## src/rtl/vc_arbiter_ctrl.sv

```systemverilog
// Bring-up FSM and pop arbiter between two VC FIFOs and two destination FIFOs.
// Optional build macro VC_ARB_RR_EN selects round-robin arbitration instead of strict VC0 priority.
module vc_arbiter_ctrl #(
    parameter int DATA_WIDTH   = 6,
    parameter int DEST_BIT     = 4,
    parameter int UMBRAL_WIDTH = 4
) (
    input  logic                    clk,
    input  logic                    reset,
    input  logic                    init,
    input  logic [UMBRAL_WIDTH-1:0] umbral_vc0_in,
    input  logic [UMBRAL_WIDTH-1:0] umbral_vc1_in,
    input  logic [UMBRAL_WIDTH-1:0] umbral_d0_in,
    input  logic [UMBRAL_WIDTH-1:0] umbral_d1_in,
    input  logic                    empty_vc0,
    input  logic                    empty_vc1,
    input  logic                    almost_full_d0,
    input  logic                    almost_full_d1,
    input  logic [DATA_WIDTH-1:0]   data_vc0,
    input  logic [DATA_WIDTH-1:0]   data_vc1,
    output logic                    pop_vc0,
    output logic                    pop_vc1,
    output logic                    push_d0,
    output logic                    push_d1,
    output logic [DATA_WIDTH-1:0]   data_out,
    output logic [UMBRAL_WIDTH-1:0] umbral_vc0,
    output logic [UMBRAL_WIDTH-1:0] umbral_vc1,
    output logic [UMBRAL_WIDTH-1:0] umbral_d0,
    output logic [UMBRAL_WIDTH-1:0] umbral_d1,
    output logic [1:0]              state,
    output logic                    idle
);

    typedef enum logic [1:0] {
        ST_RESET  = 2'd0,
        ST_INIT   = 2'd1,
        ST_IDLE   = 2'd2,
        ST_ACTIVE = 2'd3
    } state_t;

    state_t                  state_r;
    logic                    s1_valid;
    logic                    s1_sel;
    logic [DATA_WIDTH-1:0]   s1_word;
    logic                    can_pop;
    logic                    grant_vc0;
    logic                    grant_vc1;
    logic                    in_flight;

    assign state = state_r;
    assign idle  = (state_r == ST_IDLE);

    // Destination is unknown until the word is read, so both destinations must have room.
    assign can_pop = reset && !init && (state_r == ST_ACTIVE)
                     && !almost_full_d0 && !almost_full_d1;

`ifdef VC_ARB_RR_EN
    logic last_grant;

    assign grant_vc0 = !empty_vc0 && (empty_vc1 || last_grant);
    assign grant_vc1 = !empty_vc1 && (empty_vc0 || !last_grant);

    // last_grant == 1 means VC1 was served last, so VC0 wins the first contested pop.
    always_ff @(posedge clk) begin
        if (!reset) begin
            last_grant <= 1'b1;
        end else if (pop_vc0) begin
            last_grant <= 1'b0;
        end else if (pop_vc1) begin
            last_grant <= 1'b1;
        end
    end
`else
    assign grant_vc0 = !empty_vc0;
    assign grant_vc1 = empty_vc0 && !empty_vc1;
`endif

    assign pop_vc0 = can_pop && grant_vc0;
    assign pop_vc1 = can_pop && grant_vc1;

    assign s1_word   = s1_sel ? data_vc1 : data_vc0;
    assign in_flight = s1_valid || push_d0 || push_d1;

    always_ff @(posedge clk) begin
        if (!reset) begin
            state_r    <= ST_RESET;
            s1_valid   <= 1'b0;
            s1_sel     <= 1'b0;
            push_d0    <= 1'b0;
            push_d1    <= 1'b0;
            data_out   <= '0;
            umbral_vc0 <= '0;
            umbral_vc1 <= '0;
            umbral_d0  <= '0;
            umbral_d1  <= '0;
        end else begin
            // NOTE: defaults here are non-blocking too; a later branch assignment simply wins.
            s1_valid <= 1'b0;
            push_d0  <= 1'b0;
            push_d1  <= 1'b0;
            case (state_r)
                ST_RESET: state_r <= ST_INIT;
                ST_INIT: begin
                    umbral_vc0 <= umbral_vc0_in;
                    umbral_vc1 <= umbral_vc1_in;
                    umbral_d0  <= umbral_d0_in;
                    umbral_d1  <= umbral_d1_in;
                    if (!init) state_r <= ST_IDLE;
                end
                ST_IDLE: begin
                    if (init)                         state_r <= ST_INIT;
                    else if (!empty_vc0 || !empty_vc1) state_r <= ST_ACTIVE;
                end
                ST_ACTIVE: begin
                    // A config request discards every in-flight word.
                    if (init) begin
                        state_r <= ST_INIT;
                    end else begin
                        s1_valid <= pop_vc0 || pop_vc1;
                        s1_sel   <= pop_vc1;
                        if (s1_valid) begin
                            data_out <= s1_word;
                            push_d1  <= s1_word[DEST_BIT];
                            push_d0  <= !s1_word[DEST_BIT];
                        end
                        if (empty_vc0 && empty_vc1 && !in_flight) state_r <= ST_IDLE;
                    end
                end
                default: state_r <= ST_RESET;
            endcase
        end
    end

endmodule
```

## config.mk

```make
export PLATFORM = sky130hd
export DESIGN_NAME = vc_arbiter_ctrl
export DESIGN_NICKNAME = d
export VERILOG_FILES = /design/src/rtl/vc_arbiter_ctrl.sv
export SDC_FILE = /design/constraint.sdc
export NUM_CORES = 1
export LEC_CHECK = 0
export CAP_MARGIN = 15
export CORE_MARGIN = 3
export CORE_UTILIZATION = 40
export CTS_BUF_LIST = sky130_fd_sc_hd__clkbuf_16
export DETAILED_ROUTE_END_ITERATION = 12
export GPL_TIMING_DRIVEN = 0
export MAX_ROUTING_LAYER = met4
export PLACE_DENSITY_LB_ADDON = 0.05
export SLEW_MARGIN = 0
export SYNTH_ARGS = -nofsm -noshare
export SYNTH_HDL_FRONTEND = slang
export SYNTH_SLANG_ARGS = --single-unit
```

## constraint.sdc

```tcl
create_clock -name clk -period 2.9 [get_ports clk]
set_input_delay 0.725 -clock clk [delete_from_list [all_inputs] [get_ports clk]]
set_output_delay 0.725 -clock clk [all_outputs]
set_load 0.02 [all_outputs]
```

* After elaboration in Yosys (flattened, before gate mapping)
Cells that the tools add are included.
** Cells by class
- Muxes and demuxes :: 7
- Equal/unequal tests :: 6
- Bitwise gates (word level) :: 4
- Reduce and logical (&&, ||, !) cells :: 26
** Operators with widths (count)
- $mux 2 :: 5
- $logic_and 1x1->1 :: 9
- $pmux 2 s4 :: 1
- $logic_not 1->1 :: 7
- $mux 6 :: 1
- $ne 3x2->1 const B :: 2
- $reduce_and 3->1 :: 2
- $eq 2x2->1 const B :: 2
- $logic_or 1x1->1 :: 4
- $not 1->1 :: 4
- $reduce_or 4->1 :: 1
- $reduce_or 3->1 :: 1
- $eq 2x1->1 const B :: 1
- $logic_not 2->1 :: 1
- $ne 2x2->1 const B :: 1
- $reduce_and 2->1 :: 1
** Word-level totals
- Input port bits :: 35
- Word-level logic and storage cells :: 53
- Bits in registers :: 28

* Logic depth before layout (Yosys ltp)
Gate-level depths: netlist (run 1).
- Depth after elaboration :: 7
- Mapped depth :: 5
- Depth with buffers taken out :: 3

* Worst setup path before layout (run 1)
No wires, ideal clock.
- Kind :: in2out
- Start point :: in reset
- End point :: out pop_vc0
- Arrival time :: 1.650 ns
- Stages on the path :: 4
- Setup slack :: 0.525 ns
- Buffers on the path :: 1
- Data required time :: 2.175 ns
- Path through :: buf_2 nand2b_1 or4_1 nor2_1
** Between the ends
- Word-level cells in the longest chain between the ends :: 5
** Ends and longest elaborated chain
- start, declared :: RTL line 9 : input logic reset,
- $logic_and 1x1->1 (2 in a row) :: RTL line 54 : assign can_pop = reset && !init && (state_r == ST_ACTIVE)
- $logic_and 1x1->1 (2 in a row) :: RTL line 55 : && !almost_full_d0 && !almost_full_d1;
- $logic_and 1x1->1 :: RTL line 78 : assign pop_vc0 = can_pop && grant_vc0;
- end, declared :: RTL line 21 : output logic pop_vc0,
No other way between the ends.

* Worst setup path in the final report (run 1)
- Start point :: in init
- End point :: out pop_vc0
** Between the ends
- Word-level cells in the longest chain between the ends :: 6
** Ends and longest elaborated chain
- start, declared :: RTL line 10 : input logic init,
- $logic_not 1->1
- $logic_and 1x1->1 (2 in a row) :: RTL line 54
- $logic_and 1x1->1 (2 in a row) :: RTL line 55
- $logic_and 1x1->1 :: RTL line 78
No other way between the ends.

==> results_dict.tcl, run 1 <==
set metrics [dict create \
    outcome "finished clean" \
    synth.area.top_cells "dfxtp_1, nand2_1, a21boi_1" \
    avgRoutedWirePerCell_um 13.6 \
    synth_fp_nets 163 \
    drc 0 \
    vias 1103 \
    num_antenna_cells 0 \
    die-width_um 59.6 \
    r2r_setup_slack_ps 1570 \
    fin_hold_ws_ps 454 \
    synth_edf_count 0 \
    rows 18 \
    peakVddDrop_v 0.000363 \
    yosysSeqAreaShare_pct 48.7 \
    seq_area_um2 561 \
    fillers 215 \
    first_pass_iters 4 \
    cts_num_sinks 28 \
    multi_input_area_um2 538 \
    ys.flop_type "dfxtp_1" \
    totalWireLength_mm 3.06 \
    ys_top_cells_by_count "nand2_1, dfxtp_1, a21boi_1, a21boi_0" \
    postCtsSetupRepairBufs 0 \
    layout_min_cycle_time_ps 2770 \
    hold_path_class "register to register" \
    finalHoldViolCount 0 \
    crit_required_ps 2170 \
    hold_path_end "umbral_vc1[0]" \
    crit_buf_inv 2 \
    synth.most_common_cell "nand2_1" \
    worstHoldStart "umbral_vc1[0]" \
    start_kind "input pin" \
    fin_setup_tns_ps 0 \
    syn_area_mm2 0.00115 \
    avgViaCountPerCell 4.90 \
    yosysTopAreaCell "dfxtp_1" \
    path_class "input pin to output port" \
    power_mw 0.875 \
    regToRegEndpoint "umbral_d0[0]" \
    routabilityCongestion 0.742 \
    gr-total-overflow 0 \
    synth_cell_types 24 \
    cts_tree "yes" \
    ys_async_sr_fraction_pct 0 \
    grt_start_max_net_pins 16 \
    yosys.area.top_type_share_pct 48.7 \
    drv_slew 0 \
    cpLargestDelayFamily "simple AND/OR/NAND/NOR gates" \
    end_kind "output port" \
    max_slew.worst_pin.slew_ps 385 \
    grt_pass1_wl_mm 4.85 \
    finalClockSkew_ps 2.92 \
    hpwl_mm 2.38 \
    max_freq_ghz 0.362 \
    crit_path_cell_trace "clkdlybuf4s50_1, or4_4, nor2_1, buf_4" \
    die_y_um 59.6 \
    numCtsBuffers 3 \
    hold_buffers 0 \
    reg2reg_from "state[0]" \
    area_growth_pct 65.3 \
    cap_violations 0 \
    antenna_left 0 \
    port_buffers 63 \
    yosys_warnings 0 \
    hold_path_depth 2 \
    start_util_pct 44.1 \
    rsz0062_at_grt "no" \
    p_per_area_mw_per_mm2 460 \
    clkLatencyLatePin_ps 260 \
    groute.usage.overall_pct 18.3 \
    path_clk_slew_ps 60 \
    grt_pass1_vias 1104 \
    cts_root_buf "clkbuf_16" \
    post-route-period-util_pct 95.4 \
    setup-violations-final 0 \
    clk_path_buf_depth 2 \
    postSynthCellCount 128 \
    p_leak_nw 0.807 \
    max_stage_delay_ps 580 \
    drive_gt1_share_pct 9.23 \
    nets 231 \
    dpl_worst_slack_ps -474 \
    fp.coreArea_mm2 0.00261 \
    h-tree-depth 1 \
    die_area_mm2 0.00356 \
    drtIter0Drc 43 \
    slowest_stage "or4_4" \
    timing.final.ws_setup_ps 134 \
    reg2reg_depth 5 \
    cp_max_fo 5 \
    syn_area_per_cell_um2 8.99 \
    synth-seq-cells 28 \
    relSlewSlack_pct 74.3 \
    antenna_found_initial 0 \
    worstPathArrival_ps 2040 \
    ios 64 \
]
==> logic make-up after synthesis <==
kind of cell           share of synthesized area, %
muxes                                          5.22
DFF                                            48.7
AOI/OAI and AO/OA                              19.3
buffers and inverters                          4.89
and+or+nand+nor                                21.8
==> cell type report <==
type / instances / share of cell area (%)
Inverter: 1 / 0.197
Buffer: 10 / 3.09
Timing Repair Buffer: 63 / 32.9
Multi-Input combinational cell: 89 / 28.3
Clock buffer: 3 / 3.94
Tap cell: 30 / 1.97
Clock inverter: 1 / 0.197
Sequential cell: 28 / 29.5
==> registers in the layout, indices dropped and copies added (netlist names) <==
signal and flops:
data_out 6, push_d0 1, push_d1 1, s1_sel 1, s1_valid 1, state 2, umbral_d0 4, umbral_d1 4
umbral_vc0 4, umbral_vc1 4
==> worst max-delay path by stage <==
stage,startpoint,to,cells after the start
after floorplan,reset,pop_vc0,4
after global placement,reset,pop_vc0,6
after detailed placement,reset,pop_vc0,6
after CTS,reset,pop_vc0,6
after global routing,init,pop_vc0,4
final,init,pop_vc0,4
==> per-layer routing <==
layer  global-route usage [%]  part of all wire (%)
met1                     19.6                    39
met2                     34.7                    55
met5                        -                     0
met4                     3.80                  0.43
met3                     3.05                   5.8
==> placed cells by master, fill, tap and decap left out, drive strengths merged, types with 2 or more instances in the layout <==
| cell | count |
|---|---|
| clkdlybuf4s50 | 60 |
| nand2 | 41 |
| dfxtp | 28 |
| a21boi | 18 |
| buf | 10 |
| mux2i | 6 |
| o211a | 6 |
| clkbuf | 5 |
| nor2 | 4 |
| or4 | 2 |
| nand2b | 2 |
| o21ai | 2 |
==> stage by stage <==
step / cells / utilization (%) / instance area (um^2)
2_1_floorplan: 128 / - / 1150
3_3_place_gp: 221 / 69.6 / 1820
3_5_place_dp: 221 / 69.6 / 1820
4_1_cts: 225 / 72.6 / 1900
5_1_grt: 225 / 72.8 / 1900
6_report: 225 / 72.8 / 1900
==> power by group <==
| part | switching [mW] | internal (mW) |
|---|---|---|
| logic | 0.0656 | 0.0892 |
| clock network | 0.124 | 0.185 |
| registers | 0.0108 | 0.401 |
==> repair_timing <==
item,CTS,global route
setup endpoints to repair,2,2
gates resized for setup,8,5
hold endpoints to repair,0,0
==> worst min-delay path: cells and delay by family, from the launching register on <==
| kind | cells | cell delay [ps] |
|---|---|---|
| compound gates | 1 | 50 |
| simple gates | 1 | 50 |
| flops | 1 | 310 |
(Power assumes the default switching activity.)
==> run 2: changes to the inputs <==
--- a/config.mk
+++ b/config.mk
@@ -6,13 +6,13 @@
 export NUM_CORES = 1
 export LEC_CHECK = 0
 export CAP_MARGIN = 15
-export CORE_MARGIN = 3
+export CORE_MARGIN = 4
 export CORE_UTILIZATION = 40
 export CTS_BUF_LIST = sky130_fd_sc_hd__clkbuf_16
 export DETAILED_ROUTE_END_ITERATION = 12
 export GPL_TIMING_DRIVEN = 0
 export MAX_ROUTING_LAYER = met4
-export PLACE_DENSITY_LB_ADDON = 0.05
+export PLACE_DENSITY = 0.83
 export SLEW_MARGIN = 0
 export SYNTH_ARGS = -nofsm -noshare
 export SYNTH_HDL_FRONTEND = slang
==> run 2 against run 1 <==
Register-to-register slack barely moved; sequential cell count did not move; clock skew rose by 0.53 ps; utilization fell by 3.9 points; sequential power barely moved; power fell by 0.70%; clock power fell by 2%; first-iteration DRC count fell by 65%; count of clock-buffer cells in the layout did not move; final cell count did not move; global-route usage fell by 1.0 points; combinational power barely moved; largest cell class unchanged; highest routed layer unchanged.
==> results_dict.tcl, run 2 (synthesized netlist as in run 1, its figures left out) <==
set metrics [dict create \
    avgRoutedWirePerCell_um 13.8 \
    dp_cells 222 \
    area_growth_pct 65.1 \
    grtUsageMet2_pct 31.8 \
    p_per_area_mw_per_mm2 457 \
    largest_reg_flops 6 \
    ios 64 \
    reg2reg_depth 5 \
    hold_path_class "register to register" \
    hold_buffers 0 \
    fin_hold_ws_ps 452 \
    p_leak_nw 0.796 \
    fp.coreArea_mm2 0.00276 \
    hold_path_depth 2 \
    clk_path_buf_depth 2 \
    antenna_left 0 \
    max_slew.worst_pin.slew_ps 375 \
    grt_pass1_vias 1104 \
    avgViaCountPerCell 4.92 \
    cts_root_buf "clkbuf_16" \
    drc 0 \
    regToRegEndpoint "umbral_d0[2]" \
    fin_util_pct 68.9 \
    relSlewSlack_pct 75.0 \
    grt_busiest_layer "met2" \
    drtIter0Drc 15 \
    post-route-period-util_pct 96.9 \
    reg2reg_from "state[0]" \
    h-tree-depth 1 \
    peakVddDrop_v 0.000310 \
    critPathLaunch "reset" \
    hpwl_mm 2.50 \
    hold_path_end "umbral_d0[3]" \
    routabilityCongestion 0.745 \
    crit_required_ps 2170 \
    groute.usage.overall_pct 17.3 \
    drv_slew 0 \
    outcome "finished clean" \
    antenna_found_initial 0 \
    start_util_pct 41.7 \
    gr-total-overflow 0 \
    cap_violations 0 \
    r2r_setup_slack_ps 1570 \
    layout_min_cycle_time_ps 2810 \
    end_kind "output port" \
    worstPathArrival_ps 2080 \
    final_cell_mix "clkdlybuf4s50_1, nand2_1, dfxtp_1" \
    cts_num_sinks 28 \
    grt_use_met1_pct 18.2 \
    die_area_mm2 0.00380 \
    numCtsBuffers 3 \
    num_antenna_cells 0 \
    layout_commonest_cell "clkdlybuf4s50_1" \
    drive_gt1_share_pct 9.79 \
    die_y_um 61.6 \
    max_freq_ghz 0.356 \
    regMostFlops "data_out" \
    worstHoldStart "umbral_d0[3]" \
    cp_max_fo 10 \
    stdcell_count 225 \
    nets 231 \
    path_clk_slew_ps 60 \
    vias 1108 \
    first_pass_iters 2 \
    use_met3_pct 4.19 \
    cts_tree "yes" \
    finalClockSkew_ps 3.45 \
    port_buffers 63 \
    start_kind "input pin" \
    finalInstanceArea_mm2 0.00190 \
    grt_pass1_wl_mm 4.72 \
    rsz0062_at_grt "no" \
    die-width_um 61.6 \
    path_class "input pin to output port" \
    grt_start_max_net_pins 15 \
    power_mw 0.869 \
    finalHoldViolCount 0 \
    totalWireLength_mm 3.11 \
    setup-violations-final 0 \
    rows 19 \
    place_area_mm2 0.00182 \
    clkLatencyLatePin_ps 260 \
]
-- run 2: cell types whose count changed in the layout (fill, tap and decap cells not counted) --
cell,before,now
clkdlybuf4s50_1,60,61
clkinv_1,1,0
dlymetal6s2s_1,1,0
nor2_1,4,3
nor2_2,0,1
-- run 2: per-stage QoR --
stage | setup WS [ps] | TNS (ps)
after detailed placement | -461 | -782
after global routing | 20.7 | 0
after CTS | 12.5 | 0
final | 90.5 | 0
after floorplan | 525 | 0
after global placement | -449 | -748
-- run 2: critical path, cell delays in order --
cell,delay (ps)
clkdlybuf4s50_1,500
buf_6,140
nand2b_1,50
or4_4,440
nor2_2,90
buf_4,140
-- run 2: final cells by class --
class                      instances  area [um^2]
multi-input combinational         89          541
sequential                        28          561
tap                               31         38.8
fill                             244          857
timing repair buffer              63          623
clock buffer                       3         75.1
inverter                           1         3.75
buffer                            10         58.8
-- run 2: worst max path at each step --
stage                   end  slack [ps]
global placement    pop_vc0        -450
global route        pop_vc0          20
detailed placement  pop_vc0        -460
floorplan           pop_vc0         530
CTS                 pop_vc1          10
finish              pop_vc0          90
-- run 2: power by group --
part	total, mW	internal, mW	switching (mW)
sequential	0.412	0.401	0.0109
combinational	0.155	0.0894	0.0656
clock	0.302	0.183	0.119
total	0.869	0.673	0.196
-- run 2: per-layer routing --
metal / up-vias / part of all wire (%) / routed length [um]
met1: 509 / 39 / 1200
li1: 560 / - / -
met4: 0 / 0.32 / 10
met2: 37 / 54 / 1680
met5: - / 0 / 0
met3: 2 / 7.0 / 217
-- run 2: what timing repair did --
action | in CTS | in global routing
resized for setup | 8 | 5
setup buffers | 0 | 0
gates cloned | 0 | 0
endpoints found under the setup margin | 2 | 2
==> run 3: changes to the inputs <==
--- a/config.mk
+++ b/config.mk
@@ -11,7 +11,6 @@
 export CTS_BUF_LIST = sky130_fd_sc_hd__clkbuf_16
 export DETAILED_ROUTE_END_ITERATION = 12
 export GPL_TIMING_DRIVEN = 0
-export MAX_ROUTING_LAYER = met4
 export PLACE_DENSITY = 0.83
 export SLEW_MARGIN = 0
 export SYNTH_ARGS = -nofsm -noshare
==> run 3 against run 2 <==
Clock power hardly changed; sequential power hardly changed; final cell count did not move; setup slack stayed put; worst hold slack is essentially flat; die area stayed put; sequential share of layout area unchanged; largest power group unchanged.
==> results_dict.tcl, run 3 (synthesized netlist as in run 1, its figures left out) <==
set metrics [dict create \
    clkLatencyLatePin_ps 260 \
    seq_power_share_pct 47.4 \
    cp_max_fo 10 \
    numCtsBuffers 3 \
    power_frac_comb_pct 17.8 \
    finalClockSkew_ps 3.47 \
    cts_tree "yes" \
    ios 64 \
    relSlewSlack_pct 75.1 \
    h-tree-depth 1 \
    internal-power_mw 0.673 \
    layout_commonest_cell "clkdlybuf4s50_1" \
    fp.coreArea_mm2 0.00276 \
    num_antenna_cells 0 \
    drive_gt1_share_pct 9.79 \
    finalInstanceArea_mm2 0.00190 \
    cts_num_sinks 28 \
    p_per_area_mw_per_mm2 457 \
    finalHoldViolCount 0 \
    start_kind "input pin" \
    grt_pass1_vias 1108 \
    grt_start_max_net_pins 15 \
    antenna_left 0 \
    rsz0062_at_grt "no" \
    area_growth_pct 65.1 \
    path_class "input pin to output port" \
    hold_path_class "register to register" \
    worstPathArrival_ps 2080 \
    fillers 244 \
    rows 19 \
    drc 0 \
    avgViaCountPerCell 4.92 \
    crit_required_ps 2170 \
    clkPwrFrac_pct 34.7 \
    regMostFlops "data_out" \
    routabilityCongestion 0.736 \
    clk_path_buf_depth 2 \
    die_y_um 61.6 \
    max_freq_ghz 0.356 \
    final_cell_mix "clkdlybuf4s50_1, nand2_1, dfxtp_1" \
    p_leak_nw 0.796 \
    vias 1107 \
    nets 231 \
    gr-total-overflow 0 \
    power_mw 0.869 \
    max_slew.worst_pin.slew_ps 374 \
    first_pass_iters 2 \
    drtIter0Drc 15 \
    drv_slew 0 \
    hpwl_mm 2.50 \
    grt_pass1_wl_mm 4.71 \
    p_switching_mw 0.196 \
    fin_setup_tns_ps 0 \
    die-width_um 61.6 \
    multi_input_area_um2 541 \
    groute.usage.overall_pct 16.7 \
    path_clk_slew_ps 60 \
    setup-violations-final 0 \
    antenna_found_initial 0 \
    peakVddDrop_v 0.000310 \
    outcome "finished clean" \
    place_area_mm2 0.00182 \
    layout_min_cycle_time_ps 2810 \
    cap_violations 0 \
    seq_area_um2 561 \
    start_util_pct 41.7 \
    hold_buffers 0 \
    cts_root_buf "clkbuf_16" \
    end_kind "output port" \
    totalWireLength_mm 3.11 \
    largest_reg_flops 6 \
    port_buffers 63 \
    post-route-period-util_pct 96.9 \
    die_area_mm2 0.00380 \
    fin_hold_ws_ps 452 \
    power_switching_share_pct 22.5 \
    avgRoutedWirePerCell_um 13.8 \
]
-- run 3: cell counts in the layout (fill, tap and decap cells not counted) --
No cell type changed its count.
-- run 3: power by group through the flow --
stage	Combinational [mW]	Sequential [mW]	Clock [mW]
floorplan	0.0431	0.439	0
global placement	0.151	0.419	0
detailed placement	0.155	0.421	0
CTS	0.156	0.412	0.307
global route	0.167	0.414	0.331
finish	0.155	0.412	0.302
-- run 3: timing repair --
action	in CTS	in global routing
pin swaps	0	0
buffers inserted	0	0
endpoints found under the setup margin	2	2
cloned	0	0
resized for setup	8	5
-- run 3: final timing paths --
path | start | endpoint | slack [ps] | depth (start not counted)
max | reset | pop_vc0 | 90 | 6
min | umbral_d0[3] | umbral_d0[3] | 450 | 2
max reg2reg | state[0] | umbral_d0[2] | 1570 | 5
min reg2reg | umbral_d0[3] | umbral_d0[3] | 450 | 2
-- run 3: routing by layer --
layer	wire (um)	global-route usage [%]	up-vias
met5	0	0	-
met4	10	4.55	0
met3	230	4.61	2
met2	1690	31.8	37
met1	1180	17.8	508
li1	-	-	560
-- run 3: final cells by class --
class | instances | share of cell area, %
timing repair buffer | 63 | 32.8
sequential | 28 | 29.5
multi-input combinational | 89 | 28.4
clock buffer | 3 | 3.95
buffer | 10 | 3.09
tap | 31 | 2.04
inverter | 1 | 0.197
-- run 3: stage by stage --
step | utilization, % | setup slack [ps] | instances
floorplan | - | 525 | 128
global placement | 66.0 | -449 | 222
detailed placement | 66.0 | -461 | 222
CTS | 68.7 | 12.5 | 225
global route | 68.9 | 20.7 | 225
finish | 68.9 | 90.5 | 225
-- run 3: worst max-delay path: stages --
cell and delay (ps):
clkdlybuf4s50_1 500, buf_6 140, nand2b_1 50, or4_4 440, nor2_2 90, buf_4 140
